===== src/rtl/frame_dualport_mem.sv =====
// Simple dual-port frame buffer: one write port, one registered read port, per-address
// written tracking and a FILLING/READY lock. Define FRAME_DUALPORT_MEM_WRITE_FIRST_EN for write-first collisions.
module frame_dualport_mem #(
  parameter int DATA_WIDTH = 32,
  parameter int DEPTH      = 16,
  parameter int FRAME_LEN  = 16,
  localparam int ADDR_WIDTH = $clog2(DEPTH),
  localparam int CNT_WIDTH  = $clog2(FRAME_LEN + 1)
) (
  input  logic                  clk,
  input  logic                  rst_n,
  input  logic                  wea,
  input  logic [ADDR_WIDTH-1:0] addra,
  input  logic [DATA_WIDTH-1:0] dina,
  input  logic                  reb,
  input  logic [ADDR_WIDTH-1:0] addrb,
  output logic [DATA_WIDTH-1:0] doutb,
  output logic                  doutb_valid,
  input  logic                  frame_clr,
  output logic                  frame_ready,
  output logic [CNT_WIDTH-1:0]  wr_count,
  output logic                  wr_err
);

  typedef enum logic {FILLING = 1'b0, READY = 1'b1} state_t;

  localparam logic [ADDR_WIDTH:0]  DEPTH_W   = (ADDR_WIDTH + 1)'(DEPTH);
  localparam logic [CNT_WIDTH-1:0] FRAME_CNT = CNT_WIDTH'(FRAME_LEN);

  state_t                state_reg, state_next;
  logic [FRAME_LEN-1:0]  mark_reg, mark_next, mark_new;
  logic [CNT_WIDTH-1:0]  count_reg, count_next;
  logic [DATA_WIDTH-1:0] doutb_reg;
  logic                  doutb_valid_reg;
  logic                  wr_err_reg;
  logic [DATA_WIDTH-1:0] mem [DEPTH];

  logic wr_in_range, rd_in_range, wr_accept, wr_drop;

  assign wr_in_range = {1'b0, addra} < DEPTH_W;
  assign rd_in_range = {1'b0, addrb} < DEPTH_W;
  // A clear in the same cycle reopens the frame, so the write lands in the new frame.
  assign wr_accept   = wea && wr_in_range && ((state_reg == FILLING) || frame_clr);
  assign wr_drop     = wea && !wr_accept;

  generate
    for (genvar gi = 0; gi < FRAME_LEN; gi++) begin : g_mark
      assign mark_new[gi]  = wr_accept && (addra == ADDR_WIDTH'(gi)) &&
                             (frame_clr || !mark_reg[gi]);
      assign mark_next[gi] = (mark_reg[gi] && !frame_clr) || mark_new[gi];
    end
  endgenerate

  always_comb begin
    count_next = frame_clr ? '0 : count_reg;
    if (|mark_new) begin
      count_next = count_next + CNT_WIDTH'(1);
    end
    state_next = (count_next == FRAME_CNT) ? READY : FILLING;
  end

  always_ff @(posedge clk) begin
    if (!rst_n) begin
      state_reg <= FILLING;
    end else begin
      state_reg <= state_next;
    end
  end

  always_ff @(posedge clk) begin
    if (!rst_n) begin
      mark_reg  <= '0;
      count_reg <= '0;
      wr_err_reg <= 1'b0;
    end else begin
      mark_reg  <= mark_next;
      count_reg <= count_next;
      wr_err_reg <= wr_drop;
    end
  end

  always_ff @(posedge clk) begin
    if (wr_accept) begin
      mem[addra] <= dina;
    end
  end

  always_ff @(posedge clk) begin
    if (!rst_n) begin
      doutb_reg       <= '0;
      doutb_valid_reg <= 1'b0;
    end else begin
      doutb_valid_reg <= reb;
      if (reb) begin
`ifdef FRAME_DUALPORT_MEM_WRITE_FIRST_EN
        if (wr_accept && (addra == addrb)) begin
          doutb_reg <= dina;
        end else if (!rd_in_range) begin
          doutb_reg <= '0;
        end else begin
          doutb_reg <= mem[addrb];
        end
`else
        if (!rd_in_range) begin
          doutb_reg <= '0;
        end else begin
          doutb_reg <= mem[addrb];
        end
`endif
      end
    end
  end

  assign doutb       = doutb_reg;
  assign doutb_valid = doutb_valid_reg;
  assign frame_ready = (state_reg == READY);
  assign wr_count    = count_reg;
  assign wr_err      = wr_err_reg;

endmodule


===== config.mk =====
export PLATFORM = sky130hd
export DESIGN_NAME = frame_dualport_mem
export DESIGN_NICKNAME = d
export VERILOG_FILES = /design/src/rtl/frame_dualport_mem.sv
export SDC_FILE = /design/constraint.sdc
export NUM_CORES = 1
export LEC_CHECK = 0
export BUFFER_PORTS_ARGS = -buffer_cell sky130_fd_sc_hd__buf_2
export CAP_MARGIN = 30
export CORE_ASPECT_RATIO = 0.9
export CORE_UTILIZATION = 54
export CTS_CLUSTER_SIZE = 8
export DETAILED_ROUTE_END_ITERATION = 16
export PLACE_DENSITY = 0.68
export SETUP_SLACK_MARGIN = 0.15
export SLEW_MARGIN = 20
export SYNTH_ARGS = -nofsm -noshare
export SYNTH_HDL_FRONTEND = slang
export SYNTH_SLANG_ARGS = --single-unit

===== constraint.sdc =====
create_clock -name clk -period 10 [get_ports clk]
set_clock_uncertainty 0.05 [all_clocks]
set_input_delay 1 -clock clk [delete_from_list [all_inputs] [get_ports clk]]
set_output_delay 1 -clock clk [all_outputs]
set_load 0.01 [all_outputs]

# Word level (Yosys, flattened, before mapping)
# Memory sizes are Yosys's and may differ from the RTL's. A register that Yosys moved wholly into a read port is not among the register bits.
# Cells that the tools add are included.
# op_classes
n_lt_le_gt_ge,0
n_mul,0
n_reduce_logical,104
bitwise,1
n_div,0
shifts,0
addsub,1
n_mux,5
n_eq_ne,16
# ops
operator,count
$logic_and 1x1->1,50
$logic_or 1x1->1,33
$eq 4x4->1 const B,8
$logic_not 1->1,19
$eq 4x3->1 const B,4
$reduce_or 16->1,1
$mux 5,2
$eq 4x2->1 const B,2
$add 5x1->5 const B,1
$eq 5x5->1 const B,1
$eq 4x1->1 const B,1
$logic_not 4->1,1
$mux 1,3
$not 1->1,1
# totals
register_bits,24
inputBits,45
output_inout_bits,40
mem_count,1
wordCells,133
ram_bits,512
romBits,0
latchBits,0
# memory_table
name,words,word_bits,rd,rd_ports_with_merged_regs,wr,line,rtl
mem,16,32,1,1,1,36,logic [DATA_WIDTH-1:0] mem [DEPTH];

# Depth between registers and ports, before layout
# Gate-level depths: netlist (run 1).
# depth
word_depth,9
mapped_depth,8
mapped_depth_nobuf,7

# Worst setup path before layout (run 1)
# OpenSTA, ideal clock, no wires.
# synth_timing
path_kind,input to register
start,input port addra[2]
end,"memory mem[4][0], enable pin"
path_buffers,1
path_stages,4
required_time_ps,9486
setup_ps,464
setup_slack_ps,5631
arrival_time_ps,3856
path_cell_list,buf_4 > nand3_1 > or2_2 > nor3_1
# synth_rtl
element,line,rtl
"start, declared",13,"input logic [ADDR_WIDTH-1:0] addra,"
"end, declared",36,
# Straight into the memory's write port.

==> flow_summary.toml, run 1 <==
[outcome]
status = "finished, final reports clean"

[flow_run]
drv_cap = 0

[die]
io_pins = 85
dieArea_sq_um = 41100
start_util = 0.549
core_area_sq_um = 39600
die_x_um = 214
die_h_um = 192
rows = 69

[worst_setup_path]
critPathSlowestCell = "buf_4"
cpMostUsedCell = "mux4_2"
criticalPathCategory = "in -> reg"
cp_max_fo = 59
cpPeakStageDelay_ns = 0.59
cp-start-kind = "input pin"
cp.arrival_ns = 3.90
critical_path_required_ns = 10.41
reg2reg_setup_slack_ns = 7.55
worst-path-buf-inv = 4
cp_top_family = "buffers and inverters"
end_kind = "flop"
path_cells = "clkbuf_8, buf_16, buf_4, buf_12, mux4_2, mux4_2, mux2i_1, nor2b_1"

[finish]
diodes = 0
largest_reg_flops = 512
drive_gt1_frac = 0.329
syn_to_final_growth_pct = 15.9
final_nets = 1156
stdcell_count = 1695

[power]
peakVddDrop_v = 0.000156
finalPower_mw = 5.36
p_per_area_nw_per_um2 = 213
leakagePower_nw = 8.29

[synth]
synth_most_common_cell = "edfxtp_1"
synthesis.area_sq_um = 21700
ys_ff_latch = 568
yosysWarnings = 0
async_reset_ff_frac = 0
synth_area_leaders = "edfxtp_1, mux4_2, dfxtp_1"
synth_cell_types = 41
ys.flop_type = "edfxtp_1"
yosysTopAreaCellShare = 0.707
seq_area_frac_synth = 0.758
synth_edf_count = 512
syn_inst = 968
synth_common_cells = "edfxtp_1, mux4_2, dfxtp_1"
avgSynthCellArea_sq_um = 22.5
yosys.area.top_type = "edfxtp_1"
syn_nets = 1014

[sta]
period_minus_slack_ns = 3.49
setup_tns_ns = 0
slew_violations = 0
relSlewSlack = 0.424
max_freq_mhz = 287
worst_slew_pin_slew_ns = 0.864
rsz0062_at_grt = "no"
hold_viol_final = 0
setup_viol = 0
min_period_over_period = 0.349

[placed_design]
io_buffers = 84
dp.cells = 1559
dp_hpwl_mm = 22.2
gp_congestion = 0.704

[cts]
cts_tree = "done"
cts_resized = 0
cts_sinks = 568
clk_path_buf_depth = 3
cts_buffers = 80
clk_latency_ns = 0.59
h-tree-depth = 3
root_buffer = "clkbuf_16"
hold_buffers = 0
cts_setup_buffers = 0
clk_pin_slew_ns = 0.05

[global_route]
grt_start_max_net_pins = 76
antenna_found_initial = 2
first_global_vias = 10400
grt.overflow.total = 0
grt_pass1_wl_mm = 66.6
grt_usage = 0.231

[drt]
routed-wl-met3_mm = 2.36
vias = 10000
drt_iter0_markers = 1019
drtPass1Iterations = 5
vias_per_cell = 5.92
routed_wl_mm = 44.9
drt-met1-wl_mm = 19.1
wl_met2_mm = 22.8
wl_per_cell_um = 26.5
highest_layer = "met5"
drtAntennaViolNets = 0
drc = 0

[hold_path]
min_path_type = "reg -> reg"
## report_power, final
group | switching, mW | internal, mW | leakage [nW]
clock network | 0.934 | 1.50 | 1.09
logic | 0.145 | 0.120 | 2.11
registers | 0.0177 | 2.65 | 5.08
total | 1.10 | 4.27 | 8.29
## layout make-up
cell class	count	area, sq um
repair buffers	111	687
clock inverters	6	78.8
well taps	532	666
fillers	2662	14400
multi-input cells	349	5070
flip-flops and latches	568	16500
clock buffers	129	2210
## worst paths after layout
| check | cells past startpoint | endpoint | from |
|---|---|---|---|
| worst max register to register | 4 | mem[9][4] | frame_ready |
| worst max-delay path | 8 | doutb[5] | addrb[0] |
| worst min-delay path | 2 | wr_err | frame_ready |
| worst min register to register | 2 | wr_err | frame_ready |
## worst register-to-register path, stage by stage (launching register included)
cell and delay, ns:
dfxtp_1 0.32, nand2b_2 0.11, nand3_1 0.25, nor3_2 0.68
buf_4 0.62
## cell families (layout without fill, tap and decap cells)
family	Yosys count	in the layout	synth area share
XOR/XNOR	7	7	0.00282
buffers and inverters	51	246	0.0130
AND/OR/NAND/NOR	111	111	0.0296
multiplexers	198	198	0.183
adder cells (fa/ha/maj)	1	1	0.000575
flip-flops	568	568	0.758
AO/OA/AOI/OAI	32	32	0.0122
## metal layers
layer / vias up / track usage
met5: - / 0
met4: 4 / 0.0602
met3: 52 / 0.0469
met2: 299 / 0.375
met1: 5344 / 0.323
li1: 4330 / -
## through the flow
| stage | area, sq um | worst slack, ns | util | hold slack, ns |
|---|---|---|---|---|
| after floorplan | 21700 | 5.63 | - | 0.433 |
| after global placement | 22800 | 5.69 | 0.576 | 0.400 |
| after detailed placement | 22900 | 5.78 | 0.578 | 0.405 |
| after CTS | 25200 | 6.36 | 0.635 | 0.414 |
| after global routing | 25200 | 6.34 | 0.636 | 0.432 |
| final | 25200 | 6.51 | 0.636 | 0.411 |
## cells in the final DEF (no fill, tap or decap), drive strengths merged, types with 3 or more instances in the layout
cell type,instances
buf,110
and3,3
mux4,160
nand2b,8
nand3,6
inv,4
xor2,4
nor2b,50
and2,4
nor3,7
nor2,20
o21a,15
mux2i,37
nand2,7
xnor2,3
dfxtp,56
nor4,3
clkbuf,130
a21oi,5
edfxtp,512
Note: power is estimated with default switching activity, not from simulation.
==> run 2, diff against run 1 <==
Settings changed: PLACE_DENSITY 0.68 to 0.71.
Clock period 10 ns to 3 ns, I/O delays scaled along.
==> run 2 against run 1 <==
Utilization grew 0.94 points. Worst setup slack lost 5.7 ns. Die area is the same. Count of clock-buffer cells in the layout grew 11. Critical endpoint is now frame_ready. Sequential cell count is the same. Largest cell class unchanged. Critical path depth shrank 1. Register-to-register slack lost 6.8 ns. Worst hold slack lost 0.37 ns. Highest routed layer unchanged.
==> flow_summary.toml, run 2 (same netlist as run 1, synthesis figures left out) <==
[finish]
drive_gt1_frac = 0.335
final_common_cell = "edfxtp_1"
utilization = 0.645
layout_common_cells = "edfxtp_1, mux4_2, clkbuf_16"
nFillCells = 2590
final_nets = 1172
syn_to_final_growth_pct = 17.6
diodes = 0
largest_reg_flops = 512

[drt]
vias_per_cell = 6.00
drtPass1Iterations = 4
wl_per_cell_um = 27.0
routed_wl_mm = 46.4
drtAntennaViolNets = 0
vias = 10300
drc = 0
drt_iter0_markers = 938

[cts]
clk_latency_ns = 0.59
cts_resized = 0
cts_tree = "done"
cts_sinks = 568
clk_pin_slew_ns = 0.05
root_buffer = "clkbuf_16"
cts_buffers = 80
clk_path_buf_depth = 3
cts_setup_buffers = 0
h-tree-depth = 3

[power]
peakVddDrop_v = 0.000517
power_frac_seq = 0.491
internal_power_mw = 14.4
power.net_switching_mw = 3.69
power.share.switching = 0.204
leakagePower_nw = 8.45
power_frac_comb = 0.052
p_clk_frac = 0.457
p_per_area_nw_per_um2 = 708

[die]
die_h_um = 192
rows = 69
start_util = 0.549
core_area_sq_um = 39600
io_pins = 85
die_x_um = 214
dieArea_sq_um = 41100

[hold_path]
hold_end = "mem[2][10]"
min-delay-start = "dina[10]"
min_path_type = "in -> reg"
min_path_cells = 1

[sta]
slew_violations = 0
setup_tns_ns = 0
hold_viol_final = 0
relSlewSlack = 0.328
period_minus_slack_ns = 2.20
worst_slew_pin_slew_ns = 1.01
setup_viol = 0
min_period_over_period = 0.734
rsz0062_at_grt = "no"
max_freq_mhz = 454

[worst_setup_path]
cp_max_fo = 7
timing.rr.start = "frame_ready"
reg2reg_setup_slack_ns = 0.80
reg2reg_depth = 7
end_kind = "flop"
criticalPathCategory = "reg -> reg"
cp.arrival_ns = 2.65
critical_path_required_ns = 3.45
cp-start-kind = "flop"
timing.rr.end = "frame_ready"

[global_route]
grt_start_max_net_pins = 34
antenna_found_initial = 3
grt_pass1_wl_mm = 69.7
grt_usage = 0.239
grt.overflow.total = 0
first_global_vias = 11000

[placed_design]
dp_hpwl_mm = 25.2
gp_congestion = 0.738
io_buffers = 84

[outcome]
status = "finished, final reports clean"

[flow_run]
drv_cap = 0
[run 2: cell types whose count changed in the layout (fill, tap and decap cells not counted), sizes merged]
cell         before  now
buf             110  125
clkbuf          130  141
inv               4    1
clkinv            2    1
dlygate4sd3       0    1
[run 2: final cells by class]
cell class                 count  area, sq um  share of cell area
clock buffer                 140         2310              0.0904
clock inverter                 2         25.0            0.000978
multi-input combinational    349         5110               0.200
sequential                   568        16500               0.645
tap                          532          666              0.0260
timing repair buffer         127          970              0.0379
[run 2: per-stage QoR]
step | hold slack (ns) | cell area [sq um] | total power, mW | std cells | worst slack (ns)
after CTS | 0.0144 | 25600 | 18.3 | 1718 | 0.821
after floorplan | 0.349 | 21800 | 9.60 | 968 | 0.194
after detailed placement | 0.414 | 23200 | 9.98 | 1575 | 0.561
after global routing | 0.0305 | 25600 | 18.6 | 1718 | 0.665
after global placement | 0.411 | 23200 | 9.95 | 1575 | 0.569
final | 0.0441 | 25600 | 18.1 | 1718 | 0.797
[run 2: how the worst max path moves through the flow]
stage | cells past startpoint | slack (ns) | end | from
floorplan | 7 | 0.19 | frame_ready | addra[1]
global placement | 6 | 0.57 | doutb[9] | addrb[1]
detailed placement | 8 | 0.56 | wr_count[0] | addra[2]
CTS | 7 | 0.82 | frame_ready | frame_ready
global route | 7 | 0.67 | frame_ready | frame_ready
finish | 7 | 0.80 | frame_ready | frame_ready
[run 2: what timing repair did]
| action | in CTS | in global routing |
|---|---|---|
| endpoints found under the hold margin | 1 | 0 |
| endpoints found under the setup margin | 0 | 0 |
| hold buffers | 1 | 0 |
[run 2: power by group through the flow]
stage / Combinational [mW] / Clock, mW / Sequential (mW)
after floorplan: 0.562 / 0 / 9.03
after global placement: 0.924 / 0 / 9.03
after detailed placement: 0.942 / 0 / 9.04
after CTS: 0.952 / 8.41 / 8.89
after global routing: 1.01 / 8.74 / 8.89
final: 0.941 / 8.27 / 8.89
[run 2: routing by layer]
metal,routed length [um],share of wire,global-route usage,vias to the layer above
met4,1080,0.023,0.0791,4
met5,25,0.00054,0,-
li1,-,-,-,4368
met3,2680,0.058,0.0478,78
met1,19300,0.42,0.328,5518
met2,23200,0.50,0.388,343
[run 2: critical path, stage by stage, from the launching register on]
cell and delay (ns):
dfxtp_1 0.36, nand2b_2 0.10, nand3_1 0.42, o32ai_1 0.21
a211oi_4 0.43, a21oi_2 0.11, xnor2_1 0.16, nor4_2 0.26
==> run 3, diff against run 2 <==
Settings changed: PLACE_DENSITY 0.71 to 0.68.
Clock period 3 ns to 2.1 ns, I/O delays scaled along.
==> run 3 against run 2 <==
Utilization rose by 1.6 points. First-iteration DRC count rose by 2.0%. Die area did not move. Worst hold slack improved by 0.00067 ns. Cell area rose by 2.4%. Largest power group unchanged.
==> flow_summary.toml, run 3 (same netlist as run 1, synthesis figures left out) <==
[drt]
drc = 0
vias = 10300
drt_iter0_markers = 957
drtPass1Iterations = 5
drtAntennaViolNets = 0
drt-met1-wl_mm = 19.8
vias_per_cell = 5.80
routed_wl_mm = 45.9
wl_met2_mm = 22.9
highest_layer = "met4"
routed-wl-met3_mm = 2.48
wl_per_cell_um = 25.9

[flow_run]
drv_cap = 0

[cts]
clk_latency_ns = 0.59
cts_setup_buffers = 0
clk_pin_slew_ns = 0.05
root_buffer = "clkbuf_16"
cts_tree = "done"
clk_path_buf_depth = 3
cts_sinks = 568
cts_buffers = 80
h-tree-depth = 3

[finish]
drive_gt1_frac = 0.340
final_nets = 1225
multiInputGateArea_sq_um = 5130
syn_to_final_growth_pct = 20.4
stdcell_count = 1771
seq_area_sq_um = 16500
nFillCells = 2560
final_common_cell = "edfxtp_1"
largest_reg_flops = 512
layout_common_cells = "edfxtp_1, mux4_2, buf_2"

[placed_design]
gp_congestion = 0.737
io_buffers = 84
dp.cells = 1595
dp_hpwl_mm = 24.0

[sta]
setup_viol = 0
period_minus_slack_ns = 1.86
rsz0062_at_grt = "yes"
hold_viol_final = 0
max_freq_mhz = 537
relSlewSlack = 0.707
slew_violations = 0
worst_slew_pin_slew_ns = 0.439
setup_tns_ns = 0
min_period_over_period = 0.887

[worst_setup_path]
cp_max_fo = 24
cp.arrival_ns = 2.08
end_kind = "flop"
critical_path_required_ns = 2.32
criticalPathCategory = "reg -> reg"
cp-start-kind = "flop"

[die]
start_util = 0.549
die_h_um = 192
dieArea_sq_um = 41100
io_pins = 85
rows = 69
core_area_sq_um = 39600
die_x_um = 214

[global_route]
grt.overflow.total = 0
grt_start_max_net_pins = 53
first_global_vias = 10600
grt_usage = 0.234
grt_pass1_wl_mm = 67.9
antenna_found_initial = 1

[hold_path]
min_path_type = "in -> reg"

[power]
peakVddDrop_v = 0.000748
p_per_area_nw_per_um2 = 984
finalPower_mw = 25.8
leakagePower_nw = 8.71

[outcome]
status = "finished, final reports clean"
[run 3: metal layers]
layer / global-route usage / vias up
met5: 0 / -
met4: 0.0588 / 0
met3: 0.0464 / 56
met2: 0.378 / 310
met1: 0.332 / 5439
li1: - / 4467
[run 3: what timing repair did]
item / 4_1_cts / 5_1_grt
hold endpoints to repair: 515 / 0
hold buffers: 34 / 0
endpoints found under the setup margin: 0 / 9
gates resized for setup: 0 / 2
[run 3: final cells by class]
| cell class | count | area share |
|---|---|---|
| clock buffer | 135 | 0.0851 |
| multi-input combinational | 349 | 0.196 |
| timing repair buffer | 180 | 0.0608 |
| clock inverter | 6 | 0.00315 |
| tap | 532 | 0.0254 |
| sequential | 568 | 0.630 |
| antenna | 1 | 0.0000955 |
[run 3: critical path: stages, from the launching register on]
cell and delay (ns):
dfxtp_2 0.34, nand2b_4 0.10, nand3_1 0.14, or2_2 0.42
nor3_4 0.22, buf_12 0.26
[run 3: final timing paths]
kind,from,to,slack (ns),cells after the start
hold / removal,frame_clr,mark_reg[13],0.04,3
setup reg to reg,frame_ready,mem[4][7],0.24,5
hold reg to reg,frame_ready,wr_err,0.42,2
setup / recovery,frame_ready,mem[4][7],0.24,5
[run 3: power by group]
part	leakage [nW]	total [mW]	switching (mW)	internal, mW
registers	5.08	12.7	0.0884	12.6
logic	2.53	1.41	0.728	0.680
clock network	1.10	11.7	4.49	7.18
[run 3: stage by stage]
stage / setup WS (ns) / area (sq um) / utilization / hold WS, ns
floorplan: -0.577 / 21800 / - / 0.259
global placement: 0.0273 / 23500 / 0.594 / 0.410
detailed placement: 0.000783 / 23500 / 0.594 / 0.416
CTS: 0.225 / 26200 / 0.661 / 0.00840
global route: 0.137 / 26200 / 0.661 / 0.0334
finish: 0.237 / 26200 / 0.661 / 0.0447
